## config.mk

```make
export PLATFORM = sky130hd
export DESIGN_NAME = nios_system_byte_stream_loader
export DESIGN_NICKNAME = d
export VERILOG_FILES = /design/src/rtl/nios_system_loader_pkg.sv /design/src/rtl/nios_system_byte_stream_loader.sv
export SDC_FILE = /design/constraint.sdc
export NUM_CORES = 1
export LEC_CHECK = 0
export CAP_MARGIN = 5
export CORE_MARGIN = 4
export CORE_UTILIZATION = 50
export CTS_BUF_LIST = sky130_fd_sc_hd__clkbuf_2
export DETAILED_ROUTE_END_ITERATION = 12
export PLACE_DENSITY = 0.75
export SKIP_CTS_REPAIR_TIMING = 1
export SLEW_MARGIN = 0
export SYNTH_ARGS = -nofsm -noshare
export SYNTH_HDL_FRONTEND = slang
export SYNTH_SLANG_ARGS = --single-unit
```

## constraint.sdc

```tcl
create_clock -name clk -period 2.65 [get_ports clk]
set_input_delay 0.53 -clock clk [delete_from_list [all_inputs] [get_ports clk]]
set_output_delay 0.53 -clock clk [all_outputs]
set_load 0.01 [all_outputs]
```

## src/rtl/nios_system_loader_pkg.sv

```systemverilog
// Shared types and constants for the byte-stream loader.
//   state_e        : loader FSM states
//   DEFAULT_ADDR_W : default memory word-address width (8192-word memory)
//   DEFAULT_LEN_W  : default byte-count width
//   BE_LOW/BE_BOTH : byteenable patterns for a lone low byte / a full word
package nios_system_loader_pkg;

    localparam int unsigned DEFAULT_ADDR_W = 13;
    localparam int unsigned DEFAULT_LEN_W  = 15;

    localparam logic [1:0] BE_LOW  = 2'b01;
    localparam logic [1:0] BE_BOTH = 2'b11;

    typedef enum logic [2:0] {
        IDLE,
        LOW,
        HIGH,
        WRITE,
        DONE
    } state_e;

endpackage

```

## src/rtl/nios_system_byte_stream_loader.sv

```systemverilog
// Avalon-ST byte stream to Avalon-MM write master. Packs byte pairs
// little-endian into 16-bit words and writes them to consecutive word
// addresses, wrapping at the top of the memory. An odd trailing byte is
// written alone with the upper lane zeroed and byteenable = BE_LOW.
// Ports:
//   clk, reset         : clock, synchronous active-high reset
//   start, start_addr,
//   length             : transfer request (sampled only while idle)
//   in_data, in_valid,
//   in_ready           : byte stream sink
//   mem_*              : single-cycle write master
//   busy, done         : status (done pulses one cycle at the end)
module nios_system_byte_stream_loader
    import nios_system_loader_pkg::*;
#(
    parameter int unsigned ADDR_W = DEFAULT_ADDR_W,
    parameter int unsigned LEN_W  = DEFAULT_LEN_W
) (
    input  logic              clk,
    input  logic              reset,
    input  logic              start,
    input  logic [ADDR_W-1:0] start_addr,
    input  logic [LEN_W-1:0]  length,
    input  logic [7:0]        in_data,
    input  logic              in_valid,
    output logic              in_ready,
    output logic [ADDR_W-1:0] mem_address,
    output logic [1:0]        mem_byteenable,
    output logic              mem_chipselect,
    output logic              mem_write,
    output logic [15:0]       mem_writedata,
    output logic              busy,
    output logic              done
);

    state_e             state_q,    state_d;
    logic [ADDR_W-1:0]  addr_q,     addr_d;
    logic [LEN_W-1:0]   rem_q,      rem_d;
    logic [7:0]         lo_q,       lo_d;
    logic               in_ready_q, in_ready_d;
    logic               wr_q,       wr_d;
    logic               busy_q,     busy_d;
    logic               done_q,     done_d;
    logic [ADDR_W-1:0]  maddr_q,    maddr_d;
    logic [1:0]         be_q,       be_d;
    logic [15:0]        wdata_q,    wdata_d;
    logic               accept;

    always_comb begin
        state_d = state_q;
        addr_d  = addr_q;
        rem_d   = rem_q;
        lo_d    = lo_q;
        maddr_d = maddr_q;
        be_d    = be_q;
        wdata_d = wdata_q;
        accept  = in_valid && in_ready_q;

        case (state_q)
            IDLE: begin
                if (start) begin
                    if (length == '0) begin
                        state_d = DONE;
                    end else begin
                        addr_d  = start_addr;
                        rem_d   = length;
                        state_d = LOW;
                    end
                end
            end
            LOW: begin
                if (accept) begin
                    if (rem_q == LEN_W'(1)) begin
                        wdata_d = {8'h00, in_data};
                        be_d    = BE_LOW;
                        maddr_d = addr_q;
                        state_d = WRITE;
                    end else begin
                        lo_d    = in_data;
                        state_d = HIGH;
                    end
                end
            end
            HIGH: begin
                if (accept) begin
                    wdata_d = {in_data, lo_q};
                    be_d    = BE_BOTH;
                    maddr_d = addr_q;
                    state_d = WRITE;
                end
            end
            WRITE: begin
                // Address arithmetic is ADDR_W wide, so the top word wraps to 0.
                addr_d  = addr_q + ADDR_W'(1);
                rem_d   = rem_q - ((be_q == BE_BOTH) ? LEN_W'(2) : LEN_W'(1));
                state_d = (rem_d == '0) ? DONE : LOW;
            end
            DONE: begin
                state_d = IDLE;
            end
            default: begin
                state_d = IDLE;
            end
        endcase

        // Outputs are registered copies of what the next state implies,
        // so they line up with the state they describe.
        in_ready_d = (state_d == LOW) || (state_d == HIGH);
        wr_d       = (state_d == WRITE);
        busy_d     = (state_d != IDLE);
        done_d     = (state_d == DONE);
    end

    always_ff @(posedge clk) begin
        if (reset) begin
            state_q    <= IDLE;
            addr_q     <= '0;
            rem_q      <= '0;
            lo_q       <= '0;
            in_ready_q <= 1'b0;
            wr_q       <= 1'b0;
            busy_q     <= 1'b0;
            done_q     <= 1'b0;
            maddr_q    <= '0;
            be_q       <= '0;
            wdata_q    <= '0;
        end else begin
            state_q    <= state_d;
            addr_q     <= addr_d;
            rem_q      <= rem_d;
            lo_q       <= lo_d;
            in_ready_q <= in_ready_d;
            wr_q       <= wr_d;
            busy_q     <= busy_d;
            done_q     <= done_d;
            maddr_q    <= maddr_d;
            be_q       <= be_d;
            wdata_q    <= wdata_d;
        end
    end

    assign in_ready       = in_ready_q;
    assign mem_write      = wr_q;
    assign mem_chipselect = wr_q;
    assign mem_address    = maddr_q;
    assign mem_byteenable = be_q;
    assign mem_writedata  = wdata_q;
    assign busy           = busy_q;
    assign done           = done_q;

endmodule

```

==> results.toml <==
[status]
run_status = "complete, no violations"

[floorplanning]
die_h_um = 90.4
rows = 29
io_pins = 76
start_util = 0.526
dieArea_um2 = 8170
fp.dieW_um = 90.4
core_area_um2 = 6460

[place]
globalplace.congestion = 0.899
io_buffers = 75
dp_cells = 550
dp_slack_ns = 0.157
place_hpwl_um = 6580

[cells_and_area]
post-route-util = 0.669
drive_gt1_frac = 0.0945
final_cells = 564
final_cell_mix = "74 x dfxtp_1, 74 x clkdlybuf4s50_1, 52 x nor2_1"
nNetsFinal = 528
area_growth_pct = 27.2
antenna_cells = 0

[logic_synthesis]
synthFlopType = "dfxtp_1"
synth_edf_count = 0
synth_cell_types = 50
seq_area_frac_synth = 0.436
postSynthAreaPerCell_um2 = 8.26
syn-cell-area_um2 = 3400
syn-num-nets = 455
ys_ff_latch = 74
syn_inst = 411
synthArstFlopShare = 0
yosysWarnings = 0

[setup_path]
cp.required_ns = 3.12
path_delay_family = "simple AND/OR/NAND/NOR gates"
cpPeakStageDelay_ns = 0.45
crit_fanout = 7
endpoint = "done"
end_kind = "register"
critPathLaunch = "mem_byteenable[1]"
r2r-start = "mem_byteenable[1]"
r2r_end = "done"
worstPathArrival_ns = 2.92
r2r_slack_ns = 0.20
start_kind = "register"
path_cells = "nand2_1, ha_1, fa_1, or3b_4, nor3b_1, mux2i_1, o32a_2, nor3_2, o21ba_2"
worst-path-stages = 9
criticalPathCategory = "register to register"
cpMaxStageDelayCell = "or3b_4"
ff2ff_path_depth = 9
path_buf_inv = 0

[detailed_routing]
dr.pass1.iters = 4
drtIter0Drc = 178
postRouteAntennaNets = 0
drc = 0
drt-total-wl_um = 9040
vias_per_cell = 5.88
wl_per_cell_um = 16.0
vias = 3319

[timing]
period_share = 0.924
fin_setup_tns_ns = 0
max-slew-margin-rel = 0.623
max_freq_ghz = 0.409
min_period_ns = 2.45
setup_ws_ns = 0.202
finalClockSkew_ns = 0.0149
final_hold_viol_count = 0
tightest_slew_ns = 0.565
rsz0062_at_grt = "no"
slew_viol_final = 0
setup_viol = 0

[clocking]
cts_tree = "built"
root_buffer = "clkbuf_2"
numCtsBuffers = 9
cts.sinks = 74
cts_buffer_depth = 2
clock_latency_ns = 0.51
path_clk_slew_ns = 0.18
htreeDepth = 3

[power]
leakagePower_nw = 1.56
vdd_drop_max_mv = 0.304
power_density_nw_per_um2 = 476

[grt]
use_met3 = 0.0700
top_usage_layer = "met2"
track_usage = 0.226
grt_overflow_total = 0
grt_max_degree = 39
globalRouteMet2Util = 0.347
grt_util_met1 = 0.284
first_global_vias = 3239
grt_pass1_wl_um = 15300
antenna_found_initial = 0

[job]
max-cap-violations = 0

[worst_hold_path]
hold_class = "primary input to register"
worst reg2reg max path, delay by kind of cell (launching register included):
kind            cells  cell delay [ns]
fa+ha+maj           2             0.48
mux                 1             0.09
simple gates        4             1.06
flops               1             0.36
compound gates      2             0.42
registers in the layout, summed over array words and instances, names as in the netlist, 2 cells and up:
signal and count:
mem_byteenable 2, mem_writedata 16, lo_q 8, state_q 3
mem_address 13, rem_q 15, addr_q 13
per-layer routing:
layer,vias up,routed length (um),part of all wire
li1,1632,-,-
met1,1545,4060,0.45
met2,115,4050,0.45
met3,27,628,0.069
met4,0,300,0.033
met5,-,0,0
power breakdown:
| group | total (W) | leakage, nW | switching, W | internal [W] |
|---|---|---|---|---|
| Sequential | 0.00121 | 0.602 | 0.0000553 | 0.00116 |
| Clock | 0.000492 | 0.0576 | 0.000372 | 0.000120 |
| Combinational | 0.000354 | 0.902 | 0.000177 | 0.000177 |
| Total | 0.00206 | 1.56 | 0.000604 | 0.00145 |
through the flow:
step | power [W] | cell area [um^2] | hold WS (ns)
after global placement | 0.00158 | 4240 | 0.440
after global routing | 0.00216 | 4320 | 0.313
after detailed placement | 0.00158 | 4240 | 0.447
after CTS | 0.00206 | 4320 | 0.296
final | 0.00206 | 4320 | 0.310
after floorplan | 0.00143 | 3400 | 0.444
synth_stat cells (10+ instances only):
library cell  number  share of area
a211oi_1          10          0.022
a21oi_1           50          0.074
a22oi_1           12          0.027
clkbuf_1          20          0.022
dfxtp_1           74           0.44
mux2i_1           17          0.050
nand2_1           49          0.054
nand3_1           13          0.019
nor2_1            52          0.057
nor3_1            10          0.015
o21ai_0           16          0.024
logic make-up (layout without fill, tap and decap cells):
group,count (synthesis),in the layout,synth area share
simple gates,170,170,0.248
buf+inv,33,109,0.0420
mux,17,17,0.0501
flops,74,74,0.436
fa+ha+maj,4,4,0.0170
xor+xnor,1,1,0.00258
compound gates,112,112,0.204
layout make-up:
type	instances	area [um^2]
clock buffer	11	55.1
clock inverter	3	18.8
fill	567	2140
inverter	5	18.8
multi-input combinational	304	1780
sequential	74	1480
tap	77	96.3
timing repair buffer	90	871
worst min path at each step:
| stage | from | to | cells after the start |
|---|---|---|---|
| after floorplan | rem_q[0] | rem_q[0] | 2 |
| after global placement | mem_address[0] | mem_address[0] | 2 |
| after detailed placement | mem_address[10] | mem_address[10] | 2 |
| after global routing | reset | in_ready | 3 |
| final | reset | in_ready | 3 |
| after CTS | reset | in_ready | 3 |
Note: power is estimated with default switching activity, not from simulation.
==> edit: new RTL, same settings <==
Take the reset off `addr_q`, `lo_q`, `maddr_q` and `wdata_q` and load them in a clocked block of their own.
--- a/src/rtl/nios_system_byte_stream_loader.sv
+++ b/src/rtl/nios_system_byte_stream_loader.sv
@@ -115,27 +115,26 @@
         if (reset) begin
             state_q    <= IDLE;
-            addr_q     <= '0;
             rem_q      <= '0;
-            lo_q       <= '0;
             in_ready_q <= 1'b0;
             wr_q       <= 1'b0;
             busy_q     <= 1'b0;
             done_q     <= 1'b0;
-            maddr_q    <= '0;
             be_q       <= '0;
-            wdata_q    <= '0;
         end else begin
             state_q    <= state_d;
-            addr_q     <= addr_d;
             rem_q      <= rem_d;
-            lo_q       <= lo_d;
             in_ready_q <= in_ready_d;
             wr_q       <= wr_d;
             busy_q     <= busy_d;
             done_q     <= done_d;
-            maddr_q    <= maddr_d;
             be_q       <= be_d;
-            wdata_q    <= wdata_d;
         end
+    end
+
+    always_ff @(posedge clk) begin
+        addr_q  <= addr_d;
+        lo_q    <= lo_d;
+        maddr_q <= maddr_d;
+        wdata_q <= wdata_d;
     end
 
Check against the original RTL: differs if reset is asserted again (counterexample within 4 cycles, from zero or initial values and one cycle with reset high); with reset held inactive, the same outputs for 10 cycles.
==> edit against the unedited design <==
Count of clock-buffer cells in the layout shrank 2; total power rose by 23%; clock skew is 0.018 ns higher; sequential power increased by 9.9%; worst setup slack worse by 0.035 ns; sequential cell count did not move; fmax decreased by 1.4%; area after synthesis grew 5.0%; routed wire length fell by 4.8%; final area rose by 7.5%; critical endpoint unchanged; largest power group unchanged.
==> edit: results (changes against the unedited design) <==
[synth]
muxShareOfSynthArea = 0.0281  ; was 0.0501
synth-xor-area-share = 0.0319  ; was 0.00258
synth_edf_count = 50  ; was 0
synth_top_flop_cell = edfxtp_1  ; was dfxtp_1
ys_async_sr_fraction = 0  ; unchanged
synth-compound-area-share = 0.131  ; was 0.204
syn_nets = 380  ; was 455
yosysSeqAreaShare = 0.556  ; was 0.436
synthTopCellsByCount = 50 x edfxtp_1, 32 x nand2_1, 30 x o21ai_0, 28 x nor2_1  ; was 74 x dfxtp_1, 52 x nor2_1, 50 x a21oi_1, 49 x nand2_1, 20 x clkbuf_1
yosysWarnings = 0  ; unchanged
synth.distinct_cells = 49  ; was 50
synthAdderAreaFrac = 0.0161  ; was 0.0169
ys_top_cells_by_area = edfxtp_1 42%, dfxtp_1 13%, o21ai_0 4.2%, a21oi_1 3.4%, nand2_1 3.4%  ; was dfxtp_1 44%, a21oi_1 7.4%, nor2_1 5.7%, nand2_1 5.4%, mux2i_1 5.0%

[cts]
numCtsBuffers = 9  ; unchanged
ctsLongestPathBuffers = 2  ; unchanged
path_clk_slew_ns = 0.21  ; was 0.18 ns
cts_root_buf = clkbuf_2  ; unchanged
clkLatencyLatePin_ns = 0.49  ; was 0.51 ns

[sta]
worst_slew_pin_slew_ns = 0.850  ; was 0.565 ns
skew_ns = 0.0331  ; was 0.0149 ns

[drt]
drt_iter0_drc = 165  ; was 178
drt-total-wl_um = 8610  ; was 9040 µm
drt-pass1-iter-count = 5  ; was 4
num_vias = 2937  ; was 3319

[layout]
finalNetCount = 462  ; was 528
drive_above_1_share = 0.107  ; was 0.0945
diodes = 0  ; unchanged
largest_reg_flops = 16  ; unchanged

[grt]
track_usage = 0.202  ; was 0.226
grt_pass1_vias = 2713  ; was 3239
grt_start_max_net_pins = 40  ; was 39
grt.overflow.total = 0  ; unchanged
grt_pass1_wl_um = 13500  ; was 15300 µm

[status]
status = completed  ; unchanged

[worst_setup_path]
r2r_cells = 8  ; was 9
cp_data_arrival_time_ns = 2.93  ; was 2.92 ns
path_delay_family = adder cells  ; was simple AND/OR/NAND/NOR gates
cp_slowest_cell = fa_1  ; was or3b_4
r2r_slack_ns = 0.17  ; was 0.20 ns
crit_path_end = done  ; unchanged
crit_start = mem_byteenable[1]  ; unchanged
critPathMaxFanout = 5  ; was 7
cpPeakStageDelay_ns = 0.46

[power]
pg_clk_w = 0.000810  ; was 0.000492 W
p_leak_nw = 1.64  ; was 1.56 nW
power.density_mw_per_mm2 = 547  ; was 476 mW/mm²
seq_power_w = 0.00133  ; was 0.00121 W
peakVddDrop_mv = 0.276  ; was 0.304 mV
swShare = 0.262  ; was 0.294

[placement]
port_buffers = 75  ; unchanged
dpl.hpwl_um = 6220  ; was 6580 µm
gp_congestion = 0.934  ; was 0.899

[worst_hold_path]
hold_class = register to register  ; was input port to register
hold_depth = 2  ; was 3

## edit: cells by family (layout without fill, tap and decap cells)
| group | Yosys count | count (layout) |
|---|---|---|
| compound gates | 76 | 76 |
| fa+ha+maj | 4 | 4 |
| flops | 74 | 74 |
| buf+inv | 28 | 114 |
| mux | 9 | 9 |
| simple gates | 132 | 132 |
| xor+xnor | 13 | 13 |
## edit: layout make-up
class | count | area [µm²]
clock buffer | 9 | 45.0
clock inverter | 6 | 115
fill | 541 | 2230
inverter | 11 | 41.3
multi-input combinational | 234 | 1480
sequential | 74 | 1980
tap | 96 | 120
timing repair buffer | 88 | 861
## edit: per-stage QoR
| stage | hold slack [ns] | std cells | area (µm²) | util | setup slack, ns |
|---|---|---|---|---|---|
| 2_1_floorplan | 0.441 | 336 | 3570 | - | 0.199 |
| 3_3_place_gp | 0.465 | 503 | 4480 | 0.653 | 0.109 |
| 3_5_place_dp | 0.466 | 503 | 4480 | 0.653 | 0.103 |
| 4_1_cts | 0.489 | 518 | 4640 | 0.676 | 0.192 |
| 5_1_grt | 0.512 | 518 | 4640 | 0.676 | 0.0145 |
| 6_report | 0.487 | 518 | 4640 | 0.676 | 0.167 |
## edit: worst min path at each step
stage,start,to,slack (ns)
final,rem_q[0],rem_q[0],0.49
after detailed placement,rem_q[0],rem_q[0],0.47
after global placement,addr_q[3],mem_address[3],0.46
after global routing,rem_q[0],rem_q[0],0.51
after CTS,rem_q[0],rem_q[0],0.49
after floorplan,addr_q[3],mem_address[3],0.44
## edit: layer usage
| layer | up-vias | track usage | routed length, µm |
|---|---|---|---|
| met3 | 18 | 0.0431 | 661 |
| met4 | 0 | 0.0792 | 172 |
| met5 | - | 0 | 0 |
| met2 | 138 | 0.320 | 4060 |
| met1 | 1379 | 0.272 | 3720 |
| li1 | 1402 | - | - |
